--- src/rtl/sram_port_arbiter.sv ---
// Round-robin arbiter sharing one SRAM controller between the data-side cache (port 0)
// and the instruction-fetch miss path (port 1); latches the granted request while busy.
module sram_port_arbiter #(
    parameter int ADDR_LEN  = 32,
    parameter int DATA_LEN  = 32,
    parameter int BLOCK_LEN = 64
) (
    input  logic                 clk,
    input  logic                 rst,
    input  logic                 p0_read_en,
    input  logic                 p0_write_en,
    input  logic [ADDR_LEN-1:0]  p0_address,
    input  logic [DATA_LEN-1:0]  p0_write_data,
    output logic [BLOCK_LEN-1:0] p0_read_data,
    output logic                 p0_ready,
    input  logic                 p1_read_en,
    input  logic                 p1_write_en,
    input  logic [ADDR_LEN-1:0]  p1_address,
    input  logic [DATA_LEN-1:0]  p1_write_data,
    output logic [BLOCK_LEN-1:0] p1_read_data,
    output logic                 p1_ready,
    output logic                 sram_read_en,
    output logic                 sram_write_en,
    output logic [ADDR_LEN-1:0]  sram_address,
    output logic [DATA_LEN-1:0]  sram_write_data,
    input  logic [BLOCK_LEN-1:0] sram_read_data,
    input  logic                 sram_ready,
    output logic [1:0]           grant
);

    typedef enum logic [1:0] {
        IDLE  = 2'd0,
        BUSY0 = 2'd1,
        BUSY1 = 2'd2
    } state_t;

    state_t                 state_q, state_d;
    logic                   last_grant_q, last_grant_d;
    logic [ADDR_LEN-1:0]    op_addr_q, op_addr_d;
    logic [DATA_LEN-1:0]    op_wdata_q, op_wdata_d;
    logic                   op_is_read_q, op_is_read_d;
    logic [BLOCK_LEN-1:0]   p0_rdata_q, p0_rdata_d;
    logic [BLOCK_LEN-1:0]   p1_rdata_q, p1_rdata_d;

    logic p0_req_s;
    logic p1_req_s;
    logic pick_p1_s;
    logic p0_done_s;
    logic p1_done_s;

    assign p0_req_s  = p0_read_en | p0_write_en;
    assign p1_req_s  = p1_read_en | p1_write_en;
    // On a tie the port that did not own the previous transaction wins.
    assign pick_p1_s = (p0_req_s & p1_req_s) ? ~last_grant_q : p1_req_s;
    assign p0_done_s = (state_q == BUSY0) & sram_ready;
    assign p1_done_s = (state_q == BUSY1) & sram_ready;

    // State and latched-request registers with synchronous reset.
    always_ff @(posedge clk) begin
        if (rst) begin
            state_q      <= IDLE;
            last_grant_q <= 1'b1;
            op_addr_q    <= {ADDR_LEN{1'b0}};
            op_wdata_q   <= {DATA_LEN{1'b0}};
            op_is_read_q <= 1'b0;
            p0_rdata_q   <= {BLOCK_LEN{1'b0}};
            p1_rdata_q   <= {BLOCK_LEN{1'b0}};
        end else begin
            state_q      <= state_d;
            last_grant_q <= last_grant_d;
            op_addr_q    <= op_addr_d;
            op_wdata_q   <= op_wdata_d;
            op_is_read_q <= op_is_read_d;
            p0_rdata_q   <= p0_rdata_d;
            p1_rdata_q   <= p1_rdata_d;
        end
    end

    // Next-state, grant latching and read-data capture.
    always_comb begin
        state_d      = state_q;
        last_grant_d = last_grant_q;
        op_addr_d    = op_addr_q;
        op_wdata_d   = op_wdata_q;
        op_is_read_d = op_is_read_q;
        p0_rdata_d   = p0_rdata_q;
        p1_rdata_d   = p1_rdata_q;
        case (state_q)
            IDLE: begin
                if (p0_req_s | p1_req_s) begin
                    state_d      = pick_p1_s ? BUSY1 : BUSY0;
                    last_grant_d = pick_p1_s;
                    op_addr_d    = pick_p1_s ? p1_address : p0_address;
                    op_wdata_d   = pick_p1_s ? p1_write_data : p0_write_data;
                    op_is_read_d = pick_p1_s ? p1_read_en : p0_read_en;
                end else begin
                    state_d = IDLE;
                end
            end
            BUSY0: begin
                if (sram_ready) begin
                    state_d = IDLE;
                    if (op_is_read_q) begin
                        p0_rdata_d = sram_read_data;
                    end else begin
                        p0_rdata_d = p0_rdata_q;
                    end
                end else begin
                    state_d = BUSY0;
                end
            end
            BUSY1: begin
                if (sram_ready) begin
                    state_d = IDLE;
                    if (op_is_read_q) begin
                        p1_rdata_d = sram_read_data;
                    end else begin
                        p1_rdata_d = p1_rdata_q;
                    end
                end else begin
                    state_d = BUSY1;
                end
            end
            default: begin
                state_d = IDLE;
            end
        endcase
    end

    assign grant           = {state_q == BUSY1, state_q == BUSY0};
    assign sram_read_en    = (state_q != IDLE) & op_is_read_q;
    assign sram_write_en   = (state_q != IDLE) & ~op_is_read_q;
    assign sram_address    = op_addr_q;
    assign sram_write_data = op_wdata_q;

    // Ready drops for any waiting requester and rises only in its completion cycle.
    assign p0_ready     = ~p0_req_s | p0_done_s;
    assign p1_ready     = ~p1_req_s | p1_done_s;
    assign p0_read_data = p0_done_s ? sram_read_data : p0_rdata_q;
    assign p1_read_data = p1_done_s ? sram_read_data : p1_rdata_q;

endmodule

--- config.mk ---
export PLATFORM = sky130hd
export DESIGN_NAME = sram_port_arbiter
export DESIGN_NICKNAME = d
export VERILOG_FILES = /design/src/rtl/sram_port_arbiter.sv
export SDC_FILE = /design/constraint.sdc
export NUM_CORES = 1
export LEC_CHECK = 0
export BUFFER_PORTS_ARGS = -buffer_cell sky130_fd_sc_hd__buf_2
export CORE_AREA = 2 2 154 156
export DETAILED_ROUTE_END_ITERATION = 12
export DIE_AREA = 0 0 156 158
export HOLD_SLACK_MARGIN = 0.05
export PLACE_DENSITY = 0.78
export SKIP_LAST_GASP = 1
export SLEW_MARGIN = 20
export SYNTH_ARGS = -nofsm -noshare
export SYNTH_HDL_FRONTEND = slang
export SYNTH_SLANG_ARGS = --single-unit
export TNS_END_PERCENT = 30
--- constraint.sdc ---
create_clock -name clk -period 1.68 [get_ports clk]
set_clock_uncertainty 0.15 [all_clocks]
set_input_delay 0.168 -clock clk [delete_from_list [all_inputs] [get_ports clk]]
set_output_delay 0.168 -clock clk [all_outputs]
set_load 0.005 [all_outputs]
# Word level (Yosys, flattened, before mapping)
# Index checks and enable logic that the tools add are counted.
# word_totals
out_inout_bits,198
regBits,196
elab_cells,39
# op_classes
eq_ne,2
n_bitwise,14
muxes,11
n_reduce_logical,5
# ops
op,count
two-way mux 64 bit,2
two-way mux 32 bit,2
two-way mux 2 bit,3
one-hot mux 2 bit (3 select lines),1
AND reduction 3 bit,2
bitwise AND 1 bit,5
OR 1 bit,5
inverter 1 bit,4
two-way mux 1 bit,3
"== test 2 x 1 -> 1 bit, second input constant",1
"== test 2 bit, second input constant",1
zero test 2 bit,1
AND reduction 2 bit,1
nonzero test 2 bit,1

# Depth between registers and ports, before layout
# Gate-level depths: netlist of the first run.
# depth
depth_word,6
depth_mapped,7
mapped_depth_nobuf,3

# Worst setup path before layout of the first run
# OpenSTA, ideal clock, no wires.
# synth_timing
path_kind,reg-to-output
startpoint,reg state_q[0]
endpoint,out p1_read_data[14]
setup_slack_ps,-85
arrival_ps,1447
stages_incl_launch_ff,7
path_buffers,3
cell_sequence,dfxtp_1 buf_6 and2b_1 nand2_1 buf_2 buf_2 mux2_2
# synth_between
elab_chain_cells,3
# synth_lines
element,line,source
start: declaration,37,"state_t state_q, state_d;"
start signal: assignment,69,state_q <= state_d;
== test 2 bit,--,
named net grant[1],28,output logic [1:0] grant
bitwise AND 1 bit,56,assign p1_done_s = (state_q == BUSY1) & sram_ready;
two-way mux 64 bit,140,assign p1_read_data = p1_done_s ? sram_read_data : p1_rdata_q;
end: declaration,20,"output logic [BLOCK_LEN-1:0] p1_read_data,"
# The timed path passes the listed nets, and every way through them passes these cells.

# Final worst setup path of the first run
# layout_timing
startpoint,reg state_q[0]
endpoint,out p1_read_data[57]
# layout_between
elab_chain_cells,3
# layout_lines
element,line
== test 2 bit,56
bitwise AND 1 bit,56
two-way mux 64 bit,140
# No other way between the ends.

==> results of run 1 <==
layout make-up:
| cell class | instances | share of cell area |
|---|---|---|
| Timing Repair Buffer | 638 | 0.326 |
| Sequential cell | 196 | 0.273 |
| Clock inverter | 15 | 0.0104 |
| Tap cell | 290 | 0.0252 |
| Clock buffer | 17 | 0.0296 |
| Antenna cell | 1 | 0.000174 |
| Multi-Input combinational cell | 737 | 0.335 |
layer usage:
layer,wire (µm),track usage
met2,18400,0.475
met1,13600,0.305
met5,0,0
met4,2390,0.173
met3,3290,0.0690
cells in the mapped netlist (all sizes together):
cell and n:
nand2 260, dfxtp 196, a21oi 130, mux2 128, nand2b 66, a221o 65, nor4 64, buf 53
clkbuf 48, nor2 4, a211o 2, and4b 2, nand4b 2, nor3 2, or2 2, a2111oi 1
and2 1, and2b 1, nor2b 1, nor4b 1, o21ai 1, o21ba 1, o31a 1, or4 1
cells by family after synthesis:
| kind of cell | count (synthesis) | synth area share |
|---|---|---|
| muxes | 128 | 0.158 |
| DFF | 196 | 0.429 |
| AOI/OAI and AO/OA | 201 | 0.150 |
| buffers and inverters | 101 | 0.0556 |
| and+or+nand+nor | 407 | 0.208 |
state kept, by name, summed over array words and instances (netlist names):
signal	count
sram_write_data	32
last_grant_q	1
op_is_read_q	1
p0_rdata_q	64
p1_rdata_q	64
sram_address	32
state_q	2
per-stage QoR:
stage | instance area (µm²) | setup TNS [ns] | instances
after floorplan | 9160 | -0.803 | 1033
after CTS | 14100 | -69.19 | 1888
final | 14400 | -64.68 | 1894
after global placement | 11700 | -5.51 | 1677
after global routing | 14400 | -78.95 | 1894
after detailed placement | 11700 | -11.41 | 1677
critical path: stages (launching register included):
cell and delay, ns:
dfxtp_2 0.33, and2b_4 0.33, nand2_8 0.11, clkbuf_16 0.19
mux2_4 0.31, buf_6 0.12
how the worst max path moves through the flow:
| stage | depth (start not counted) | end |
|---|---|---|
| 2_1_floorplan | 6 | p0_read_data[14] |
| 3_3_place_gp | 5 | sram_write_data[15] |
| 3_5_place_dp | 5 | p1_read_data[48] |
| 4_1_cts | 6 | p1_read_data[59] |
| 5_1_grt | 5 | p0_read_data[61] |
| 6_report | 5 | p1_read_data[57] |
where the power goes:
part	internal (µW)	total, µW	switching, µW
clock network	1970	3990	2020
registers	4980	5190	213
logic	1710	3280	1570
timing repair:
| item | in CTS | in global routing |
|---|---|---|
| endpoints found under the hold margin | 193 | 0 |
| pin swaps | 1 | 2 |
| hold buffers | 172 | 0 |
| buffers inserted | 4 | 0 |
| cloned | 3 | 8 |
| setup endpoints to repair | 197 | 226 |
| resized for setup | 11 | 33 |
==> impl_metrics.json, run 1 <==
{
  "outcome": "complete, but fails checks",
  "grt_remaining_overflow": 0,
  "cts_root_buf": "clkbuf_16",
  "clock_sinks": 196,
  "fmax_mhz": 470,
  "relSlewSlack": 0.713,
  "antenna_found_initial": 2,
  "grt_max_degree": 82,
  "finalHoldWorstSlack_ns": 0.0688,
  "hold_path_depth": 4,
  "period_share": 1.27,
  "final_util": 0.624,
  "slew_viol_final": 0,
  "place_hpwl_um": 21100,
  "fin_nets": 1789,
  "grt_pass1_wl_um": 53600,
  "path_max_fanout": 5,
  "drt-wirelength-per-cell_um": 19.9,
  "start_util": 0.397,
  "routed_wl_um": 37600,
  "hold_class": "input pin to flop",
  "violations": "setup timing",
  "io_pins": 397,
  "rows": 56,
  "seqCellArea_um2": 3930,
  "endpoint_kind": "output port",
  "synthTopCellsByArea": "dfxtp_1, mux2_2, nand2_1",
  "coreArea_um2": 23100,
  "min_to": "sram_write_data[20]",
  "p_leak_uw": 0.00650,
  "rsz0062_at_grt": "yes",
  "seq_area_frac_synth": 0.429,
  "r2r.worst_path.cells": 6,
  "grt_pass1_vias": 10200,
  "place_congestion": 0.891,
  "cellPowerDensity_nw_per_um2": 867,
  "path_clk_slew_ns": 0.07,
  "via_per_inst": 5.57,
  "synth_warnings": 0,
  "worstMarginPinSlew_ns": 0.426,
  "rrSetupSlack_ns": -0.30,
  "first_pass_iters": 5,
  "place_ws_ns": -0.126,
  "hp-start": "p0_write_data[20]",
  "criticalPathCategory": "flop to output port",
  "cts_tree": "done",
  "synth_top_area_frac": 0.429,
  "port_buffers": 396,
  "synth_area_um2": 9140,
  "synthCells": 1033,
  "die_area_um2": 24600,
  "r2r_start": "state_q[0]",
  "numCtsBuffers": 17,
  "period_needed_ns": 2.13,
  "arrival_ns": 1.81,
  "cts_buffer_depth": 2,
  "fp.dieH_um": 158,
  "worstSkewPairLatency_ns": 0.42,
  "p_total_uw": 12500,
  "crit_start": "state_q[0]",
  "ir_drop_v": 0.000592,
  "drc": 0,
  "synth_top_cell_by_area": "dfxtp_1",
  "detail-route-antenna-nets": 0,
  "die_w_um": 156,
  "grt_use_total": 0.275,
  "drtIter0Drc": 762,
  "cts.htree.levels": 4,
  "critPathRequiredTime_ns": 1.36,
  "final_cell_mix": "buf_2, nand2_1, dfxtp_1",
  "start_kind": "flop",
  "synth.ff_latch_count": 196,
  "setup_violations": 201,
  "max_cap_violations": 0,
  "avgSynthCellArea_um2": 8.85,
  "vias": 10600,
  "drive_gt1_frac": 0.399,
  "synth_cell_types": 27,
  "finalHoldViolCount": 0,
  "multi_input_area_um2": 4820,
  "mostFrequentLayoutCell": "buf_2",
  "fill_cells": 1720,
  "setup_slack_ns": -0.448,
  "rr_endpoint": "sram_address[28]",
  "syn2layout_area_growth_pct": 57.3,
  "synth_nets": 1232
}
(Power assumes the default switching activity.)
==> run 2: changes to the inputs <==
--- a/config.mk
+++ b/config.mk
@@ -10,6 +10,7 @@
 export DETAILED_ROUTE_END_ITERATION = 12
 export DIE_AREA = 0 0 156 158
 export HOLD_SLACK_MARGIN = 0.05
+export MAX_ROUTING_LAYER = met4
 export PLACE_DENSITY = 0.78
 export SKIP_LAST_GASP = 1
 export SLEW_MARGIN = 20
==> impl_metrics.json, run 2 (same netlist as run 1, synthesis figures left out) <==
{
  "outcome": "complete, but fails checks",
  "violations": "setup timing",
  "rows": 56,
  "drt-wirelength-per-cell_um": 20.2,
  "path_clk_slew_ns": 0.07,
  "via_per_inst": 5.64,
  "ir_drop_v": 0.000596,
  "finalHoldWorstSlack_ns": 0.0677,
  "mostFrequentLayoutCell": "buf_2",
  "cts_root_buf": "clkbuf_16",
  "worstMarginPinSlew_ns": 0.426,
  "use_met3": 0.0610,
  "hold_class": "input pin to flop",
  "period_share": 1.27,
  "coreArea_um2": 23100,
  "post-route-cell-area_um2": 14400,
  "grt_remaining_overflow": 0,
  "hp-start": "p0_write_data[20]",
  "start_util": 0.397,
  "r2r_start": "state_q[0]",
  "final_cell_mix": "buf_2, nand2_1, dfxtp_1",
  "setup_slack_ns": -0.461,
  "criticalPathCategory": "flop to output port",
  "drc": 0,
  "grt_max_degree": 82,
  "io_pins": 397,
  "largestRegisters": "p0_rdata_q x64, p1_rdata_q x64",
  "final_util": 0.626,
  "max_cap_violations": 0,
  "routed_wl_um": 38300,
  "port_buffers": 396,
  "fp.dieH_um": 158,
  "fin_nets": 1790,
  "place_hpwl_um": 21100,
  "finalHoldViolCount": 0,
  "slew_viol_final": 0,
  "min_to": "sram_write_data[20]",
  "busiest_layer": "met2",
  "grt_use_total": 0.284,
  "hold_path_depth": 4,
  "worstSkewPairLatency_ns": 0.43,
  "grt_pass1_vias": 10200,
  "arrival_ns": 1.82,
  "critPathRequiredTime_ns": 1.36,
  "fmax_mhz": 467,
  "fill_cells": 1712,
  "drtIter0Drc": 867,
  "relSlewSlack": 0.713,
  "first_pass_iters": 6,
  "setup_violations": 203,
  "die_w_um": 156,
  "cts_buffer_depth": 2,
  "drive_gt1_frac": 0.400,
  "rr_endpoint": "sram_address[28]",
  "endpoint_kind": "output port",
  "start_kind": "flop",
  "syn2layout_area_growth_pct": 57.9,
  "rrSetupSlack_ns": -0.30,
  "p_leak_uw": 0.00651,
  "met1_usage": 0.307,
  "cts_tree": "done",
  "r2r.worst_path.cells": 6,
  "cts.htree.levels": 4,
  "layout.cells.non_filler": 1895,
  "postPlaceCellArea_um2": 11700,
  "rsz0062_at_grt": "yes",
  "path_max_fanout": 6,
  "detail-route-antenna-nets": 0,
  "period_needed_ns": 2.14,
  "cellPowerDensity_nw_per_um2": 866,
  "grt_pass1_wl_um": 53600,
  "die_area_um2": 24600,
  "place_inst": 1677,
  "clock_sinks": 196,
  "place_congestion": 0.906,
  "antenna_found_initial": 2,
  "vias": 10700,
  "numCtsBuffers": 17,
  "met2_usage": 0.476
}
[run 2: what timing repair did]
action | CTS | global route
gates cloned | 3 | 9
pin swaps | 1 | 2
hold endpoints to repair | 193 | 0
setup buffers | 4 | 0
hold buffers | 172 | 0
setup endpoints to repair | 197 | 226
resized for setup | 11 | 38
[run 2: cell type report]
type,instances,area [µm²],area share
multi-input cells,737,4820,0.334
repair buffers,639,4750,0.329
diodes,1,2.50,0.000173
clock buffers,17,425,0.0295
clock inverters,15,150,0.0104
well taps,290,363,0.0251
flip-flops and latches,196,3930,0.272
[run 2: worst max path at each step]
stage / from / to / slack [ns] / depth (start not counted)
2_1_floorplan: state_q[0] / p0_read_data[14] / -0.02 / 6
3_3_place_gp: p1_write_en / sram_write_data[15] / -0.06 / 5
3_5_place_dp: state_q[0] / p1_read_data[48] / -0.13 / 5
4_1_cts: state_q[0] / p1_read_data[59] / -0.52 / 6
5_1_grt: state_q[0] / p1_read_data[24] / -0.52 / 5
6_report: state_q[0] / p1_read_data[49] / -0.46 / 5
[run 2: through the flow]
step	setup WS [ns]	power, µW	setup TNS, ns
final	-0.461	12500	-66.83
after global placement	-0.0592	7900	-5.51
after floorplan	-0.0171	6570	-0.803
after detailed placement	-0.126	7940	-11.41
after global routing	-0.524	13000	-80.39
after CTS	-0.523	12300	-69.19
[run 2: report_power, final]
group | total, µW | switching [µW] | internal, µW
Clock | 4000 | 2030 | 1970
Sequential | 5200 | 215 | 4980
Combinational | 3310 | 1590 | 1720
[run 2: per-layer routing]
metal	vias to the layer above	routed length [µm]	part of all wire
met2	737	18800	0.49
met1	4995	13900	0.36
met5	-	0	0
met3	163	3230	0.084
met4	0	2370	0.062
li1	4793	-	-
[run 2: worst max-delay path: stages (launching register included)]
cell and delay [ns]:
dfxtp_2 0.33, and2b_4 0.33, nand2_8 0.11, clkbuf_16 0.21, mux2_2 0.28, buf_2 0.13
